**src/rtl/ft_pkg.sv**
```systemverilog
// Shared types and widths for the FT245-style synchronous FIFO transmit path.
package ft_pkg;

  localparam int FT_BYTE_W = 8;

  typedef enum logic [2:0] {
    IDLE    = 3'd0,
    REQ     = 3'd1,
    TURN    = 3'd2,
    WRITE   = 3'd3,
    RELEASE = 3'd4
  } ft_tx_state_t;

endpackage

```
**src/rtl/ft_tx_writer_if.sv**
```systemverilog
// Byte stream from internal logic (status, calib readback) into the FT transmit writer.
interface ft_tx_writer_if;
  import ft_pkg::*;

  // Handshake: a byte transfers on an ft_clk edge where tx_valid && tx_ready.
  // The source holds tx_data stable while tx_valid is high and not yet taken;
  // tx_ready does not depend on tx_valid.
  logic [FT_BYTE_W-1:0] tx_data;
  logic                 tx_valid;
  logic                 tx_ready;

  modport master (output tx_data, output tx_valid, input tx_ready);
  modport slave  (input tx_data, input tx_valid, output tx_ready);

endinterface

```
**src/rtl/ft_tx_fifo.sv**
```systemverilog
// First-word-fall-through byte buffer; also exposes the entry behind the head so
// the writer can load the next byte into its output register on the same edge it pops.
module ft_tx_fifo
  import ft_pkg::*;
#(
  parameter int DEPTH = 16
) (
  input  logic                     clk,
  input  logic                     rst_n,
  input  logic                     push_i,
  input  logic [FT_BYTE_W-1:0]     din_i,
  input  logic                     pop_i,
  output logic                     full_o,
  output logic                     empty_o,
  output logic [$clog2(DEPTH):0]   count_o,
  output logic [FT_BYTE_W-1:0]     head_o,
  output logic [FT_BYTE_W-1:0]     next_o
);

  localparam int AW = $clog2(DEPTH);

  logic [FT_BYTE_W-1:0] mem_q [DEPTH];
  logic [AW:0]          wr_q;
  logic [AW:0]          rd_q;
  logic [AW-1:0]        rd_nxt;
  logic                 do_push;
  logic                 do_pop;

  // A full buffer refuses pushes even when a pop happens on the same edge.
  assign do_push = push_i && !full_o;
  assign do_pop  = pop_i && !empty_o;

  always_ff @(posedge clk or negedge rst_n) begin
    if (!rst_n) begin
      wr_q <= '0;
      rd_q <= '0;
    end else begin
      if (do_push) wr_q <= wr_q + 1'b1;
      if (do_pop)  rd_q <= rd_q + 1'b1;
    end
  end

  always_ff @(posedge clk) begin
    if (do_push) mem_q[wr_q[AW-1:0]] <= din_i;
  end

  assign rd_nxt  = rd_q[AW-1:0] + 1'b1;
  assign count_o = wr_q - rd_q;
  assign empty_o = (wr_q == rd_q);
  assign full_o  = (wr_q[AW] != rd_q[AW]) && (wr_q[AW-1:0] == rd_q[AW-1:0]);
  assign head_o  = mem_q[rd_q[AW-1:0]];
  assign next_o  = mem_q[rd_nxt];

endmodule

```
**src/rtl/ft_tx_writer.sv**
```systemverilog
// FPGA->host transmit writer for the FT245 synchronous FIFO bus: arbitrates for ft_data,
// bursts buffered bytes with WR#, re-presents refused bytes and issues SIWU# after idle.
module ft_tx_writer
  import ft_pkg::*;
#(
  parameter int DEPTH     = 16,
  parameter int MAX_BURST = 64,
  parameter int SIWU_IDLE = 32
) (
  input  logic                 ft_clk,
  input  logic                 rst_n,
  ft_tx_writer_if.slave        tx_if,
  input  logic                 ft_txen,
  output logic                 ft_wrn,
  output logic                 ft_siwu,
  output logic [FT_BYTE_W-1:0] ft_data_out,
  output logic                 ft_data_oe,
  output logic                 bus_req,
  input  logic                 bus_gnt,
  input  logic                 bus_yield,
  output logic [15:0]          tx_count,
  output ft_tx_state_t         dbg_state_o
);

  localparam int AW = $clog2(DEPTH);
  localparam int BW = $clog2(MAX_BURST + 1);
  localparam int IW = $clog2(SIWU_IDLE + 1);

  ft_tx_state_t         state_q, state_d;
  logic                 wrn_q, wrn_d;
  logic                 oe_q, oe_d;
  logic                 req_q, req_d;
  logic                 siwu_q, siwu_d;
  logic [FT_BYTE_W-1:0] data_q, data_d;
  logic [BW-1:0]        burst_q, burst_d;
  logic [IW-1:0]        idle_q, idle_d;
  logic                 armed_q, armed_d;
  logic [15:0]          cnt_q;

  logic                 fifo_full;
  logic                 fifo_empty;
  logic [AW:0]          fifo_cnt;
  logic [FT_BYTE_W-1:0] fifo_head;
  logic [FT_BYTE_W-1:0] fifo_next;
  logic                 accept;
  logic                 last_byte;
  logic                 burst_done;

  ft_tx_fifo #(.DEPTH(DEPTH)) u_fifo (
    .clk     (ft_clk),
    .rst_n   (rst_n),
    .push_i  (tx_if.tx_valid),
    .din_i   (tx_if.tx_data),
    .pop_i   (accept),
    .full_o  (fifo_full),
    .empty_o (fifo_empty),
    .count_o (fifo_cnt),
    .head_o  (fifo_head),
    .next_o  (fifo_next)
  );

  assign tx_if.tx_ready = !fifo_full;

  // WR# is only ever low in WRITE, so this is exactly "chip took the byte on ft_data".
  assign accept     = (state_q == WRITE) && !wrn_q && !ft_txen;
  assign last_byte  = accept && (fifo_cnt == {{AW{1'b0}}, 1'b1});
  assign burst_done = accept && (burst_q == BW'(MAX_BURST - 1));

  always_comb begin
    state_d = state_q;
    wrn_d   = wrn_q;
    oe_d    = oe_q;
    req_d   = req_q;
    data_d  = data_q;
    burst_d = burst_q;
    if (accept) begin
      if (burst_q != BW'(MAX_BURST)) burst_d = burst_q + 1'b1;
      if (!last_byte) data_d = fifo_next;
    end
    case (state_q)
      IDLE: begin
        wrn_d = 1'b1;
        oe_d  = 1'b0;
        if (!fifo_empty && !ft_txen) begin
          state_d = REQ;
          req_d   = 1'b1;
        end
      end
      REQ: begin
        if (bus_gnt) begin
          state_d = TURN;
          oe_d    = 1'b1;
          data_d  = fifo_head;
          burst_d = '0;
        end
      end
      TURN: begin
        if (!bus_gnt) begin
          state_d = REQ;
          oe_d    = 1'b0;
        end else if (ft_txen) begin
          state_d = RELEASE;
        end else begin
          state_d = WRITE;
          wrn_d   = 1'b0;
        end
      end
      WRITE: begin
        // Losing the grant abandons the bus at once; unaccepted bytes stay buffered.
        if (!bus_gnt) begin
          wrn_d = 1'b1;
          oe_d  = 1'b0;
          if (last_byte) begin
            state_d = IDLE;
            req_d   = 1'b0;
          end else begin
            state_d = REQ;
          end
        end else if (bus_yield || ft_txen || last_byte || burst_done) begin
          state_d = RELEASE;
          wrn_d   = 1'b1;
        end
      end
      RELEASE: begin
        state_d = IDLE;
        wrn_d   = 1'b1;
        oe_d    = 1'b0;
        req_d   = 1'b0;
      end
      default: begin
        state_d = IDLE;
        wrn_d   = 1'b1;
        oe_d    = 1'b0;
        req_d   = 1'b0;
      end
    endcase
  end

  // Send-immediate: one pulse per quiet spell following at least one accepted byte.
  always_comb begin
    idle_d  = idle_q;
    armed_d = armed_q;
    siwu_d  = 1'b1;
    if (accept) begin
      idle_d  = '0;
      armed_d = 1'b1;
    end else if (state_q == IDLE && fifo_empty && armed_q && !oe_q) begin
      if (idle_q == IW'(SIWU_IDLE - 1)) begin
        siwu_d  = 1'b0;
        armed_d = 1'b0;
        idle_d  = '0;
      end else begin
        idle_d = idle_q + 1'b1;
      end
    end else begin
      idle_d = '0;
    end
  end

  always_ff @(posedge ft_clk or negedge rst_n) begin
    if (!rst_n) begin
      state_q <= IDLE;
      wrn_q   <= 1'b1;
      oe_q    <= 1'b0;
      req_q   <= 1'b0;
      siwu_q  <= 1'b1;
      data_q  <= '0;
      burst_q <= '0;
      idle_q  <= '0;
      armed_q <= 1'b0;
      cnt_q   <= '0;
    end else begin
      state_q <= state_d;
      wrn_q   <= wrn_d;
      oe_q    <= oe_d;
      req_q   <= req_d;
      siwu_q  <= siwu_d;
      data_q  <= data_d;
      burst_q <= burst_d;
      idle_q  <= idle_d;
      armed_q <= armed_d;
      if (accept) cnt_q <= cnt_q + 1'b1;
    end
  end

  assign ft_wrn      = wrn_q;
  assign ft_siwu     = siwu_q;
  assign ft_data_out = data_q;
  assign ft_data_oe  = oe_q;
  assign bus_req     = req_q;
  assign tx_count    = cnt_q;
  assign dbg_state_o = state_q;

endmodule

```
**src/flat_wrapper.sv**
```systemverilog
// flat-port wrapper written by rule: the top's interface ports become plain ports
module ft_tx_writer_flat import ft_pkg::*;
#(
  parameter int DEPTH     = 16,
  parameter int MAX_BURST = 64,
  parameter int SIWU_IDLE = 32
)
  (ft_clk, rst_n, ft_txen, ft_wrn, ft_siwu, ft_data_out, ft_data_oe, bus_req, bus_gnt, bus_yield, tx_count, dbg_state_o, tx_if_tx_data, tx_if_tx_valid, tx_if_tx_ready);
  ft_tx_writer_if tx_if_i ();
  input  logic ft_clk;
  input  logic rst_n;
  input  logic ft_txen;
  output logic ft_wrn;
  output logic ft_siwu;
  output logic [FT_BYTE_W-1:0] ft_data_out;
  output logic ft_data_oe;
  output logic bus_req;
  input  logic bus_gnt;
  input  logic bus_yield;
  output logic [15:0] tx_count;
  output ft_tx_state_t dbg_state_o;
  input wire logic [$bits(tx_if_i.tx_data)-1:0] tx_if_tx_data;
  input wire logic [$bits(tx_if_i.tx_valid)-1:0] tx_if_tx_valid;
  output wire logic [$bits(tx_if_i.tx_ready)-1:0] tx_if_tx_ready;
  assign tx_if_i.tx_data = tx_if_tx_data;
  assign tx_if_i.tx_valid = tx_if_tx_valid;
  assign tx_if_tx_ready = tx_if_i.tx_ready;
  ft_tx_writer #(.DEPTH(DEPTH), .MAX_BURST(MAX_BURST), .SIWU_IDLE(SIWU_IDLE)) u_core (.ft_clk(ft_clk), .rst_n(rst_n), .tx_if(tx_if_i), .ft_txen(ft_txen), .ft_wrn(ft_wrn), .ft_siwu(ft_siwu), .ft_data_out(ft_data_out), .ft_data_oe(ft_data_oe), .bus_req(bus_req), .bus_gnt(bus_gnt), .bus_yield(bus_yield), .tx_count(tx_count), .dbg_state_o(dbg_state_o));
endmodule
```
**config.mk**
```make
export PLATFORM = sky130hd
export DESIGN_NAME = ft_tx_writer_flat
export DESIGN_NICKNAME = d
export VERILOG_FILES = /design/src/rtl/ft_pkg.sv /design/src/rtl/ft_tx_writer_if.sv /design/src/rtl/ft_tx_fifo.sv /design/src/rtl/ft_tx_writer.sv /design/src/flat_wrapper.sv
export SDC_FILE = /design/constraint.sdc
export NUM_CORES = 1
export LEC_CHECK = 0
export ABC_AREA = 1
export CAP_MARGIN = 20
export CORE_UTILIZATION = 43
export CTS_BUF_LIST = sky130_fd_sc_hd__clkbuf_4 sky130_fd_sc_hd__clkbuf_8 sky130_fd_sc_hd__clkbuf_16
export DETAILED_ROUTE_END_ITERATION = 12
export PLACE_DENSITY = 0.7
export SYNTH_ARGS = -nofsm -noshare
export SYNTH_HDL_FRONTEND = slang
export SYNTH_HIERARCHICAL = 1
export SYNTH_SLANG_ARGS = --single-unit
export TNS_END_PERCENT = 1
```
**constraint.sdc**
```tcl
create_clock -name ft_clk -period 2.9 [get_ports ft_clk]
set_input_delay 0.725 -clock ft_clk [delete_from_list [all_inputs] [get_ports ft_clk]]
set_output_delay 0.725 -clock ft_clk [all_outputs]
set_load 0.1 [all_outputs]
```
==> results of run 1 <==
==> power breakdown <==
group	leakage (nW)	internal, mW	total [mW]	switching, mW
Clock	0.310	1.34	2.34	1.00
Combinational	2.93	1.52	5.54	4.02
Sequential	1.86	3.16	3.46	0.303
Total	5.10	6.01	11.3	5.33
==> metal layers <==
layer | wire length, microns | track usage [%]
met3 | 1910 | 3.49
met4 | 516 | 8.14
met1 | 10300 | 28.2
met5 | 0 | 0
met2 | 11400 | 34.7
==> cells by family after synthesis <==
logic type	after synthesis	share of synthesized area, %
DFF	183	52.6
adders and majority gates	14	1.84
AOI/OAI and AO/OA	102	6.10
buffers and inverters	216	9.35
xor gates and xnor gates	25	2.66
and+or+nand+nor	638	27.5
==> through the flow <==
stage / total power, mW / worst slack (ns) / cells
detailed placement: 8.93 / 0.388 / 1491
global placement: 8.89 / 0.403 / 1491
global route: 12.0 / 0.0602 / 1523
floorplan: 7.43 / 0.224 / 1178
CTS: 11.3 / 0.127 / 1523
finish: 11.3 / 0.137 / 1523
==> critical path, cell delays in order (launching register included) <==
cell     delay [ns]
dfrtp_4        0.62
ha_1           0.39
nand4_1        0.15
nor2_2         0.17
inv_1          0.09
buf_12         0.17
==> layout by cell type (no fill, tap or decap), types with 3 or more instances in the layout <==
cell / synthesis / layout
nor2_1: 75 / 75
nand2_1: 384 / 384
xor2_1: 15 / 15
buf_12: 0 / 3
inv_1: 157 / 158
dfrtp_1: 53 / 52
inv_2: 7 / 7
inv_6: 0 / 4
o211ai_1: 36 / 36
nor2_4: 3 / 3
a21oi_1: 24 / 24
ha_1: 13 / 13
clkbuf_16: 0 / 20
clkdlybuf4s50_1: 0 / 12
nor3_1: 6 / 6
edfxtp_1: 128 / 128
clkbuf_8: 0 / 3
o21ai_0: 39 / 39
nand3_1: 147 / 147
buf_4: 11 / 63
nor2_2: 3 / 3
nand3_2: 3 / 3
xnor2_1: 7 / 7
nand4_1: 5 / 5
==> worst max-delay path by stage <==
stage / endpoint / cells past startpoint / startpoint
3_3_place_gp: u_core/u_fifo/mem_q[13][3] / 6 / tx_if_tx_valid
2_1_floorplan: tx_if_tx_ready / 6 / u_core/u_fifo/rd_q[2]
3_5_place_dp: u_core/u_fifo/mem_q[13][3] / 6 / tx_if_tx_valid
5_1_grt: tx_if_tx_ready / 5 / u_core/u_fifo/rd_q[0]
6_report: tx_if_tx_ready / 5 / u_core/u_fifo/rd_q[0]
4_1_cts: tx_if_tx_ready / 5 / u_core/u_fifo/rd_q[0]
==> registers in the layout, indices dropped and copies added, names as in the netlist <==
signal               flops
u_core/u_fifo/mem_q    128
u_core/u_fifo/wr_q       5
u_core/dbg_state_o       3
u_core/ft_data_out       8
u_core/bus_req           1
u_core/burst_q           7
u_core/ft_data_oe        1
u_core/ft_siwu           1
u_core/armed_q           1
u_core/u_fifo/rd_q       5
u_core/ft_wrn            1
u_core/idle_q            6
u_core/tx_count         16
==> final cells by class <==
class	count	area, sq um
clock buffer	23	542
tap	285	357
inverter	165	619
sequential	183	5230
timing repair buffer	79	658
fill	2035	11400
clock inverter	9	72.6
multi-input combinational	779	3780
==> flow_summary.toml, run 1 <==
[setup_path]
r2r_start = "u_core/u_fifo/rd_q[0]"
cp.arrival_ns = 2.04
cp-start-kind = "register"
reg2regPathDepth = 13
worstSetupPathType = "reg -> out"
timing.rr.end = "u_core/ft_data_out[0]"
cp_max_fo = 33
crit_required_ns = 2.17
reg2reg_slack_ns = 0.45
endpoint_kind = "output pin"

[timing]
clock_skew_ns = 0.0131
clock.fmax_mhz = 362
finalHoldViolations = 0
tightestPinTransition_ns = 0.819
maxSlewViolCount = 0
fin_crit_sh_pct = 95.3
rsz0062_at_grt = "no"
hold_slack_ns = 0.332
finalCriticalPeriod_ns = 2.76
tns_ns = 0
setup-violations-final = 0
slew_headroom_pct = 45.2

[finish]
areaGrowthSynthToFinish_pct = 13.3
post-route-util_pct = 49.7
layout-drive-gt1-share_pct = 10.7
n_antenna_cell = 0
design_area_sq_mm = 0.0113
finalNetCount = 1253

[route]
antenna_left = 0
drt_wl_total_mm = 24.2
viasPerCell = 5.21
dr.pass1.iters = 5
drc = 0
routed-via-count = 7935
drtIter0Drc = 839
drt-wirelength-per-cell_microns = 15.9

[cts]
htreeDepth = 4
holdBufCountCts = 0
cts.repair.resized = 0
postCtsSetupRepairBufs = 0
cts_root_buffer = "clkbuf_16"
clkTransAtPathRegs_ns = 0.07
numClockSinks = 183
cts_tree = "done"
clockBufferDepth = 2
numCtsBuffers = 17
clock_latency_ns = 0.44

[placement]
gp_congestion = 0.899
port-buffer-count = 45
hpwl_mm = 16.3
place_area_sq_mm = 0.0106

[synthesis]
synth_top_cell_by_area = "edfxtp_1"
yosysWarnings = 6
yosysSeqAreaShare_pct = 52.6
synth_top_area_share_pct = 38.7
synth.most_common_cell = "nand2_1"
ys_seq_elements = 183
synth_nets = 1206
syn_area_sq_mm = 0.00993
synthTopCellsByArea = "edfxtp_1 39%, nand2_1 15%, dfrtp_1 13%"
synth_edf_count = 128
synth_cells = 1178
ys_types = 40
synthArstFlopShare_pct = 30.1
avgSynthCellArea_sq_um = 8.43
synth_commonest_cells = "384 x nand2_1, 157 x inv_1, 147 x nand3_1"
synthFlopType = "edfxtp_1"

[floorplan]
io-pin-count = 46
die_width_microns = 154
fp-row-count = 55
die_h_microns = 154
die-area_sq_mm = 0.0237
initial_core_util_pct = 43.9
coreArea_sq_mm = 0.0226

[global_routing]
grt_start_max_net_pins = 83
grt_pass1_vias = 7411
grt_overflow = 0
grt_use_total_pct = 21.2
grt_first_pass_wirelength_mm = 38.4
antenna_found_initial = 0

[run_status]
status = "finished clean"

[power]
powerDensity_mw_per_mm2 = 1010
power_leakage_nw = 5.10
ir_worst_vdd_uv = 407

[job]
maxCapViolations = 0

[hold_path]
hold_path_class = "in -> async"
Note: power is estimated with default switching activity, not from simulation.
==> run 2, diff against run 1 <==
Settings changed: CORE_MARGIN set to 3, GPL_TIMING_DRIVEN set to 0.
==> run 2 against run 1 <==
Against the previous run: cell area is 1.0% higher; die area is 5.3% higher; sequential cell count stayed put; clock-buffer cell count is 3 lower; non-clock buffer count is 17 higher; total power is 3.6% higher; via count is 5.4% higher; sequential share of layout area is 0.51 points lower; final cell count is 0.79% higher; clock skew hardly changed; critical endpoint is now u_core/u_fifo/mem_q[14][5]; highest routed layer unchanged.
==> flow_summary.toml, run 2 (synthesis gave the netlist of run 1 again) <==
[run_status]
status = "finished clean"

[placement]
hpwl_mm = 19.6
place_area_sq_mm = 0.0107
gp_congestion = 1.03
port-buffer-count = 45
place_inst = 1504

[timing]
fin_crit_sh_pct = 98.9
finalCriticalPeriod_ns = 2.87
slew_headroom_pct = 31.7
rsz0062_at_grt = "yes"
clock_skew_ns = 0.0127
clock.fmax_mhz = 349
setup-violations-final = 0
finalHoldViolations = 0
tightestPinTransition_ns = 1.02
maxSlewViolCount = 0

[setup_path]
critPathBufInv = 3
crit_required_ns = 2.95
path_cells = "inv_1 -> clkbuf_4 -> ha_2 -> nand4_1 -> nor2_2 -> nor2_2 -> buf_6 -> nand2_1 -> nor2_1"
crit_top_cell = "nor2_2"
cp_max_fo = 10
critPathMaxStageDelay_ns = 0.67
cp-start-kind = "register"
cp.arrival_ns = 2.92
reg2reg_slack_ns = 0.03
critPathTopFamily = "simple AND/OR/NAND/NOR gates"
endpoint_kind = "register"
worstSetupPathType = "reg -> reg"
slowest_stage = "nor2_1"

[cts]
clock_latency_ns = 0.44
numClockSinks = 183
holdBufCountCts = 0
postCtsSetupRepairBufs = 0
clkTransAtPathRegs_ns = 0.07
numCtsBuffers = 17
cts_tree = "done"
htreeDepth = 4
clockBufferDepth = 2
cts_root_buffer = "clkbuf_16"

[floorplan]
die_h_microns = 158
initial_core_util_pct = 44.7
die_width_microns = 158
io-pin-count = 46
coreArea_sq_mm = 0.0222
die-area_sq_mm = 0.0250
fp-row-count = 54

[finish]
final_cell_count_no_fill = 1535
post-route-util_pct = 51.2
layout_common_cells = "384 x nand2_1, 159 x inv_1, 147 x nand3_1"
layout-drive-gt1-share_pct = 9.48
largest_reg_flops = 128
finalNetCount = 1270
n_antenna_cell = 0
design_area_sq_mm = 0.0114
areaGrowthSynthToFinish_pct = 14.5
final_common_cell = "nand2_1"

[global_routing]
grt_pass1_vias = 7945
grt_first_pass_wirelength_mm = 42.7
antenna_found_initial = 0
grt_overflow = 0
grt_use_total_pct = 22.8
grt_start_max_net_pins = 34

[power]
p_sw_mw = 5.70
ir_worst_vdd_uv = 608
power_leakage_nw = 5.07
p_seq_share_pct = 28.9
sw_frac_of_total_pct = 48.5
pwr-share-comb_pct = 51.8
clkPwrFrac_pct = 19.3
powerDensity_mw_per_mm2 = 1030
p_int_mw = 6.05

[route]
drt-wirelength-per-cell_microns = 18.1
routed-via-count = 8360
dr.pass1.iters = 6
antenna_left = 0
drt_wl_total_mm = 27.8
viasPerCell = 5.45
drc = 0
drtIter0Drc = 921

[job]
maxCapViolations = 0

[hold_path]
hold_path_class = "in -> async"
[run 2: changes by cell type in the layout (fill, tap and decap cells not counted), moves of 2 or more]
| cell | change |
|---|---|
| clkdlybuf4s50_1 | +30 |
| buf_12 | -2 |
| ha_1 | -2 |
| buf_2 | +23 |
| buf_1 | +2 |
| nor2_1 | -9 |
| buf_4 | -53 |
| buf_6 | +9 |
| inv_4 | +5 |
| clkbuf_1 | +6 |
| clkbuf_8 | -2 |
| nor2_2 | +9 |
[run 2: per-layer routing]
layer	track usage [%]	wire length, microns	vias to the layer above
li1	-	-	3942
met1	30.7	11700	3968
met2	36.3	12900	384
met3	4.37	2340	66
met4	9.38	864	0
met5	0	0	-
[run 2: final timing paths]
path	startpoint	to	cells after the start
worst max-delay path	u_core/u_fifo/rd_q[3]	u_core/u_fifo/mem_q[14][5]	9
worst min-delay path	rst_n	u_core/tx_count[8]	1
worst max register to register	u_core/u_fifo/rd_q[3]	u_core/u_fifo/mem_q[14][5]	9
worst min register to register	u_core/idle_q[0]	u_core/idle_q[0]	1
max in group asynchronous	rst_n	u_core/ft_siwu	2
min in group ft_clk	u_core/idle_q[0]	u_core/idle_q[0]	1
[run 2: per-stage QoR]
step	worst slack [ns]	hold WS (ns)	power [mW]	setup TNS (ns)
finish	0.0307	0.269	11.7	0
global route	-0.125	0.301	12.4	-1.92
CTS	-0.00599	0.272	11.6	-0.0394
detailed placement	-0.749	0.466	9.28	-39.42
global placement	-0.754	0.455	9.21	-74.31
floorplan	0.224	0.429	7.43	0
[run 2: timing repair]
action,CTS,global route
pin swaps,0,1
resized for setup,12,12
endpoints found under the setup margin,135,85
[run 2: power groups by stage]
stage               Clock, mW  Sequential, mW  Combinational [mW]
floorplan                   0            4.24                3.19
global placement            0            3.44                5.77
global route             2.41            3.43                6.51
detailed placement          0            3.45                5.84
finish                   2.27            3.40                6.08
CTS                      2.30            3.39                5.87
[run 2: layout make-up]
| class | instances | area, sq um |
|---|---|---|
| Tap cell | 280 | 350 |
| Buffer | 50 | 318 |
| Sequential cell | 183 | 5220 |
| Clock buffer | 20 | 489 |
| Inverter | 165 | 622 |
| Timing Repair Buffer | 46 | 469 |
| Clock inverter | 12 | 83.8 |
| Multi-Input combinational cell | 779 | 3820 |
| Fill cell | 2034 | 10900 |
